### src/rtl/if_id_queue_if.sv
// Fetch/decode handshake bundle for the IF/ID decoupling queue.
interface if_id_queue_if #(
  parameter int unsigned AW = 2
);
  logic          if_valid;
  logic [31:0]   if_pc;
  logic [31:0]   if_instr;
  logic          if_ready;
  logic          flush;
  logic          id_freeze;
  logic          id_valid;
  logic [31:0]   id_pc;
  logic [31:0]   id_instr;
  logic [AW:0]   count;

  // Environment side: fetch, hazard unit and branch logic.
  modport master (
    output if_valid, if_pc, if_instr, flush, id_freeze,
    input  if_ready, id_valid, id_pc, id_instr, count
  );

  // Queue side.
  modport slave (
    input  if_valid, if_pc, if_instr, flush, id_freeze,
    output if_ready, id_valid, id_pc, id_instr, count
  );
endinterface

### src/rtl/if_id_queue.sv
// First-word fall-through queue between fetch and decode; flush empties it.
module if_id_queue #(
  parameter int unsigned DEPTH = 4,
  parameter int unsigned AW    = 2
) (
  input logic          clk,
  input logic          rst,
  if_id_queue_if.slave bus
);

  localparam logic [AW:0] Full = (AW + 1)'(DEPTH);

  logic [63:0]   mem [DEPTH];
  logic [AW-1:0] wr_ptr_q, wr_ptr_d;
  logic [AW-1:0] rd_ptr_q, rd_ptr_d;
  logic [AW:0]   count_q, count_d;
  logic          enq, deq;
  logic          id_valid;
  logic [63:0]   head;

  assign bus.if_ready = (count_q != Full);
  assign id_valid     = (count_q != '0);
  assign bus.id_valid = id_valid;
  assign bus.count    = count_q;

  // Head is read straight from storage; no bypass from the fetch side.
  assign head         = mem[rd_ptr_q];
  assign bus.id_pc    = id_valid ? head[63:32] : 32'h0;
  assign bus.id_instr = id_valid ? head[31:0]  : 32'h0;

  // Handshakes and next pointer/occupancy; flush overrides both directions.
  always_comb begin
    enq      = bus.if_valid & bus.if_ready;
    deq      = id_valid & ~bus.id_freeze;
    wr_ptr_d = wr_ptr_q;
    rd_ptr_d = rd_ptr_q;
    count_d  = count_q;
    if (bus.flush) begin
      wr_ptr_d = '0;
      rd_ptr_d = '0;
      count_d  = '0;
    end else begin
      if (enq) wr_ptr_d = wr_ptr_q + 1'b1;
      if (deq) rd_ptr_d = rd_ptr_q + 1'b1;
      count_d = count_q + (AW + 1)'(enq) - (AW + 1)'(deq);
    end
  end

  // Pointer and occupancy registers; reset discards contents at once.
  always_ff @(posedge clk or posedge rst) begin
    if (rst) begin
      wr_ptr_q <= '0;
      rd_ptr_q <= '0;
      count_q  <= '0;
    end else begin
      wr_ptr_q <= wr_ptr_d;
      rd_ptr_q <= rd_ptr_d;
      count_q  <= count_d;
    end
  end

  // Storage array, deliberately not reset.
  always_ff @(posedge clk) begin
    if (enq && !bus.flush) mem[wr_ptr_q] <= {bus.if_pc, bus.if_instr};
  end

  a_ctrl_known: assert property (@(posedge clk) disable iff (rst)
    !$isunknown({bus.if_valid, bus.flush, bus.id_freeze}));
  a_count_range: assert property (@(posedge clk) disable iff (rst) count_q <= Full);
  a_ready_full: assert property (@(posedge clk) disable iff (rst)
    bus.if_ready == (count_q != Full));
  a_valid_empty: assert property (@(posedge clk) disable iff (rst)
    bus.id_valid == (count_q != '0));

endmodule

### src/flat_wrapper.sv
// flat-port wrapper written by rule: the top's interface ports become plain ports
module if_id_queue_flat 
#(
  parameter int unsigned DEPTH = 4,
  parameter int unsigned AW    = 2
)
  (clk, rst, bus_if_valid, bus_if_pc, bus_if_instr, bus_flush, bus_id_freeze, bus_if_ready, bus_id_valid, bus_id_pc, bus_id_instr, bus_count);
  if_id_queue_if #(.AW(AW)) bus_i ();
  input logic clk;
  input logic rst;
  input wire logic [$bits(bus_i.if_valid)-1:0] bus_if_valid;
  input wire logic [$bits(bus_i.if_pc)-1:0] bus_if_pc;
  input wire logic [$bits(bus_i.if_instr)-1:0] bus_if_instr;
  input wire logic [$bits(bus_i.flush)-1:0] bus_flush;
  input wire logic [$bits(bus_i.id_freeze)-1:0] bus_id_freeze;
  output wire logic [$bits(bus_i.if_ready)-1:0] bus_if_ready;
  output wire logic [$bits(bus_i.id_valid)-1:0] bus_id_valid;
  output wire logic [$bits(bus_i.id_pc)-1:0] bus_id_pc;
  output wire logic [$bits(bus_i.id_instr)-1:0] bus_id_instr;
  output wire logic [$bits(bus_i.count)-1:0] bus_count;
  assign bus_i.if_valid = bus_if_valid;
  assign bus_i.if_pc = bus_if_pc;
  assign bus_i.if_instr = bus_if_instr;
  assign bus_i.flush = bus_flush;
  assign bus_i.id_freeze = bus_id_freeze;
  assign bus_if_ready = bus_i.if_ready;
  assign bus_id_valid = bus_i.id_valid;
  assign bus_id_pc = bus_i.id_pc;
  assign bus_id_instr = bus_i.id_instr;
  assign bus_count = bus_i.count;
  if_id_queue #(.DEPTH(DEPTH), .AW(AW)) u_core (.clk(clk), .rst(rst), .bus(bus_i));
endmodule
### config.mk
export PLATFORM = sky130hd
export DESIGN_NAME = if_id_queue_flat
export DESIGN_NICKNAME = d
export VERILOG_FILES = /design/src/rtl/if_id_queue_if.sv /design/src/rtl/if_id_queue.sv /design/src/flat_wrapper.sv
export SDC_FILE = /design/constraint.sdc
export NUM_CORES = 1
export LEC_CHECK = 0
export ABC_AREA = 1
export CORE_MARGIN = 3
export CORE_UTILIZATION = 56
export DETAILED_ROUTE_END_ITERATION = 10
export PLACE_DENSITY = 0.91
export RECOVER_POWER = 50
export SKIP_CTS_REPAIR_TIMING = 1
export SLEW_MARGIN = 30
export SYNTH_ARGS = -nofsm -noshare
export SYNTH_HDL_FRONTEND = slang
export SYNTH_SLANG_ARGS = --single-unit
### constraint.sdc
create_clock -name clk -period 5.51 [get_ports clk]
set_input_delay 1.102 -clock clk [delete_from_list [all_inputs] [get_ports clk]]
set_output_delay 1.102 -clock clk [all_outputs]
set_load 0.01 [all_outputs]
==> summary.md <==
| Metric | Value |
|---|---|
| Status | finished with violations |
| Failing checks | max-capacitance violations, max-slew violations |
| DRT iter0 DRCs | ~590 |
| HPWL after DPL | 14.2 mm |
| Met1 usage | 28.7% |
| Global route hottest layer | met2 |
| Post-synth top cells | inv_1 (272), nand2_1 (270), edfxtp_1 (256), nand3_1 (133), a21oi_1 (65) |
| Worst Tran Pin Value | 1550 ps |
| Hold Crit Depth | 2 |
| Top delay family on crit path | buffers and inverters |
| Largest net degree at the start of global routing | 93 |
| IO Count | ~140 |
| CP Data Arrival Time | roughly 3300 ps |
| Pre-CTS setup slack | about 1700 ps |
| Largest fanout on the critical path | 92 |
| Post-synthesis cell count | 1075 |
| Num Clock Sinks | 263 |
| Crit path required time | approximately 4400 ps |
| Post-route antenna net violation count | 0 |
| Final hold vios | 0 |
| Average wire per cell in the routed design | 16.4 microns |
| TNS Setup | 0 ps |
| Fill count | 1294 |
| Pwr per Cell Area | 432 nW/um^2 |
| Row count | 51 |
| DRT Wirelength | 24.4 mm |
| Final cell count without fillers | 1489 |
| Synth Area per Inst | ~11 sq um |
| Most frequent cell after synthesis | inv_1 |
| Worst vdd ir | 0.000409 V |
| Total of max-cap violations | 1 |
| GP Congestion | 0.724 |
| # nets final | 1279 |
| Ys async rst share | 2.66% |
| Post-Syn Area | 11400 sq um |
| Distinct cells, synth | 18 |
| CTS tree | done |
| CP Cell Sequence | inv_4 -> buf_4 -> nand2_1 -> nand3_1 -> a21oi_1 -> clkdlybuf4s50_1 |
| Fraction of layout cells with a size suffix above 1 | 4.42% |
| Lkg Pwr | 5.89 nW |
| Final setup viols | 0 |
| Port Buffer Count | 137 |
| Worst stage delay on the critical path | 850 ps |
| Critical path type | flop to primary output |
| Crit start category | flop |
| Final instance area | 13700 sq um |
| Cell Area, Placed | between 10000 and 15000 sq um |
| Clock Tree Root | clkbuf_16 |
| Gr ovfl total | 0 |
| Reg2Reg Setup Slack | 2430 ps |
| Compound-cell area share of the yosys netlist | 2.86% |
| Clock Skew | between 10 and 15 ps |
| DR vias | 7742 |
| FF-to-FF Start | u_core.bus.count[1] |
| Hold Path Class | flop to flop |
| Number of global-route vias before repair | 7689 |
| RSZ-0062 raised after global routing | false |
| Mapped Nets | 1151 |
| Crit path max-delay cell type | dfrtp_4 |
| Kind of end point of the critical path | primary output |
| Global Route Usage Sum | 22.0% |
| Final Critical Period | 4390 ps |
| R2r endpoint | u_core.mem[3][29] |
| Starting density of the core | 57.7% |
| Rel. slew slack | -3.55% |
| Largest cells by area after synthesis | edfxtp_1 (68%), inv_1 (9.0%), nand2_1 (8.9%), nand3_1 (5.9%), a21oi_1 (2.9%) |
| DRC Markers | 0 |
| Die Y-Extent | 148 microns |
| Post-synth EDFFs | 256 |
| Simple-gate share of the synthesized area | between 15 and 20% |
| H-Tree Depth | 1 |
| CTS clk-pin slew, worst paths | about 60 ps |
| Fmax | between 200 and 250 MHz |
| Largest family of logic cells by synthesized area | simple AND/OR/NAND/NOR gates |
| Met2 GRT Util | between 30% and 40% |
| Sequential fraction of the synthesis area | 69.2% |
| Core area | approximately 20000 sq um |
| Area leader, netlist | edfxtp_1 |
| Yosys reg bits | 263 |
| Worst Slack Setup Final | about 1100 ps |
| Reg2Reg Depth | 8 |
| Slew Limit Fails | 14 |
| CTS max path bufs | 3 |
| Ratio of final minimum period to clock period | 79.7% |
| Mux contribution to synthesized area | 0% |
| Worst hold start | u_core.wr_ptr_q[0] |
| Placed insts | 1438 |
| GR Util met3 | ~4.1% |
| Vias per cell | 5.20 |
| Die area | between 20000 and 25000 sq um |
| First-pass DRT Iterations | 7 |
| Hold Path Sink | u_core.wr_ptr_q[0] |
| Initial antenna violation count | 3 |
| Ys flop type | edfxtp_1 |
| First-pass GRT wire length | 38.4 mm |
| Synthesis-to-finish area growth | 20.9% |
| Xor and xnor area share after synthesis | 0% |
| Skew-Pair Late Insertion Delay | between 500 and 600 ps |
| Die W | between 100 and 150 microns |
| Adder-cell area share of the yosys netlist | 0.836% |
| Buf/Inv on CP | 3 |
| Total CTS buffers | 25 |
| Yosys top cell area share | 67.6% |
| YS warnings | 0 |
## worst min-delay path: cells and delay by family, from the launching register on
kind / cells / cell delay, ps
flops: 1 / 390
simple gates: 2 / 150
## worst max path at each step
stage	from	endpoint	slack (ps)	cells past startpoint
final	u_core.rd_ptr_q[0]	bus_id_instr[10]	1120	6
after global routing	u_core.rd_ptr_q[0]	bus_id_instr[31]	950	6
after CTS	u_core.rd_ptr_q[0]	bus_id_instr[10]	1110	6
after detailed placement	u_core.rd_ptr_q[0]	bus_id_instr[10]	1670	6
after global placement	u_core.rd_ptr_q[0]	bus_id_instr[10]	1760	6
after floorplan	bus_flush	u_core.mem[0][0]	1000	3
## metal layers
metal	part of all wire, %	vias up
met3	8.4	45
met2	50	356
met4	2.3	2
li1	-	3672
met5	0.053	-
met1	40	3667
## cell families after synthesis
logic type	after synthesis
AO/OA/AOI/OAI	65
adder cells (fa/ha/maj)	7
flip-flops	263
AND/OR/NAND/NOR	416
buffers and inverters	324
## layout by cell type (no fill, tap or decap), types with 2 or more instances in the layout
cell type,instances
edfxtp_1,256
nand3_1,133
clkbuf_1,10
buf_16,3
buf_12,4
clkdlybuf4s50_1,70
dlygate4sd3_1,67
ha_1,6
a21oi_1,65
buf_4,6
nand2_1,270
diode_2,2
nand4_1,4
dfrtp_1,5
inv_1,271
clkinv_1,3
clkbuf_16,25
inv_4,2
nor2_1,7
clkinv_2,6
## area by class of cell
cell class | count | area [sq um] | area share, %
inverter | 275 | 1040 | 7.55
sequential | 263 | 7870 | 57.3
clock buffer | 36 | 677 | 4.93
antenna | 2 | 5.00 | 0.0364
timing repair buffer | 150 | 1580 | 11.5
clock inverter | 10 | 76.3 | 0.555
tap | 265 | 332 | 2.41
multi-input combinational | 488 | 2170 | 15.8
## flip-flops by register name (all words and copies together) (netlist names)
name              flops
u_core.bus.count      3
u_core.mem          256
u_core.rd_ptr_q       2
u_core.wr_ptr_q       2
## power by group
part	switching (mW)	internal [mW]
Sequential	0.0920	2.34
Clock	0.680	0.900
Combinational	1.09	0.837
Total	1.87	4.07
## metrics by stage
step	power (mW)	utilization [%]	hold slack (ps)
2_1_floorplan	3.51	-	520
3_3_place_gp	4.34	65.5	544
3_5_place_dp	4.40	65.5	565
4_1_cts	5.98	69.4	577
5_1_grt	6.24	69.7	611
6_report	5.94	69.7	571
(Power assumes the default switching activity.)
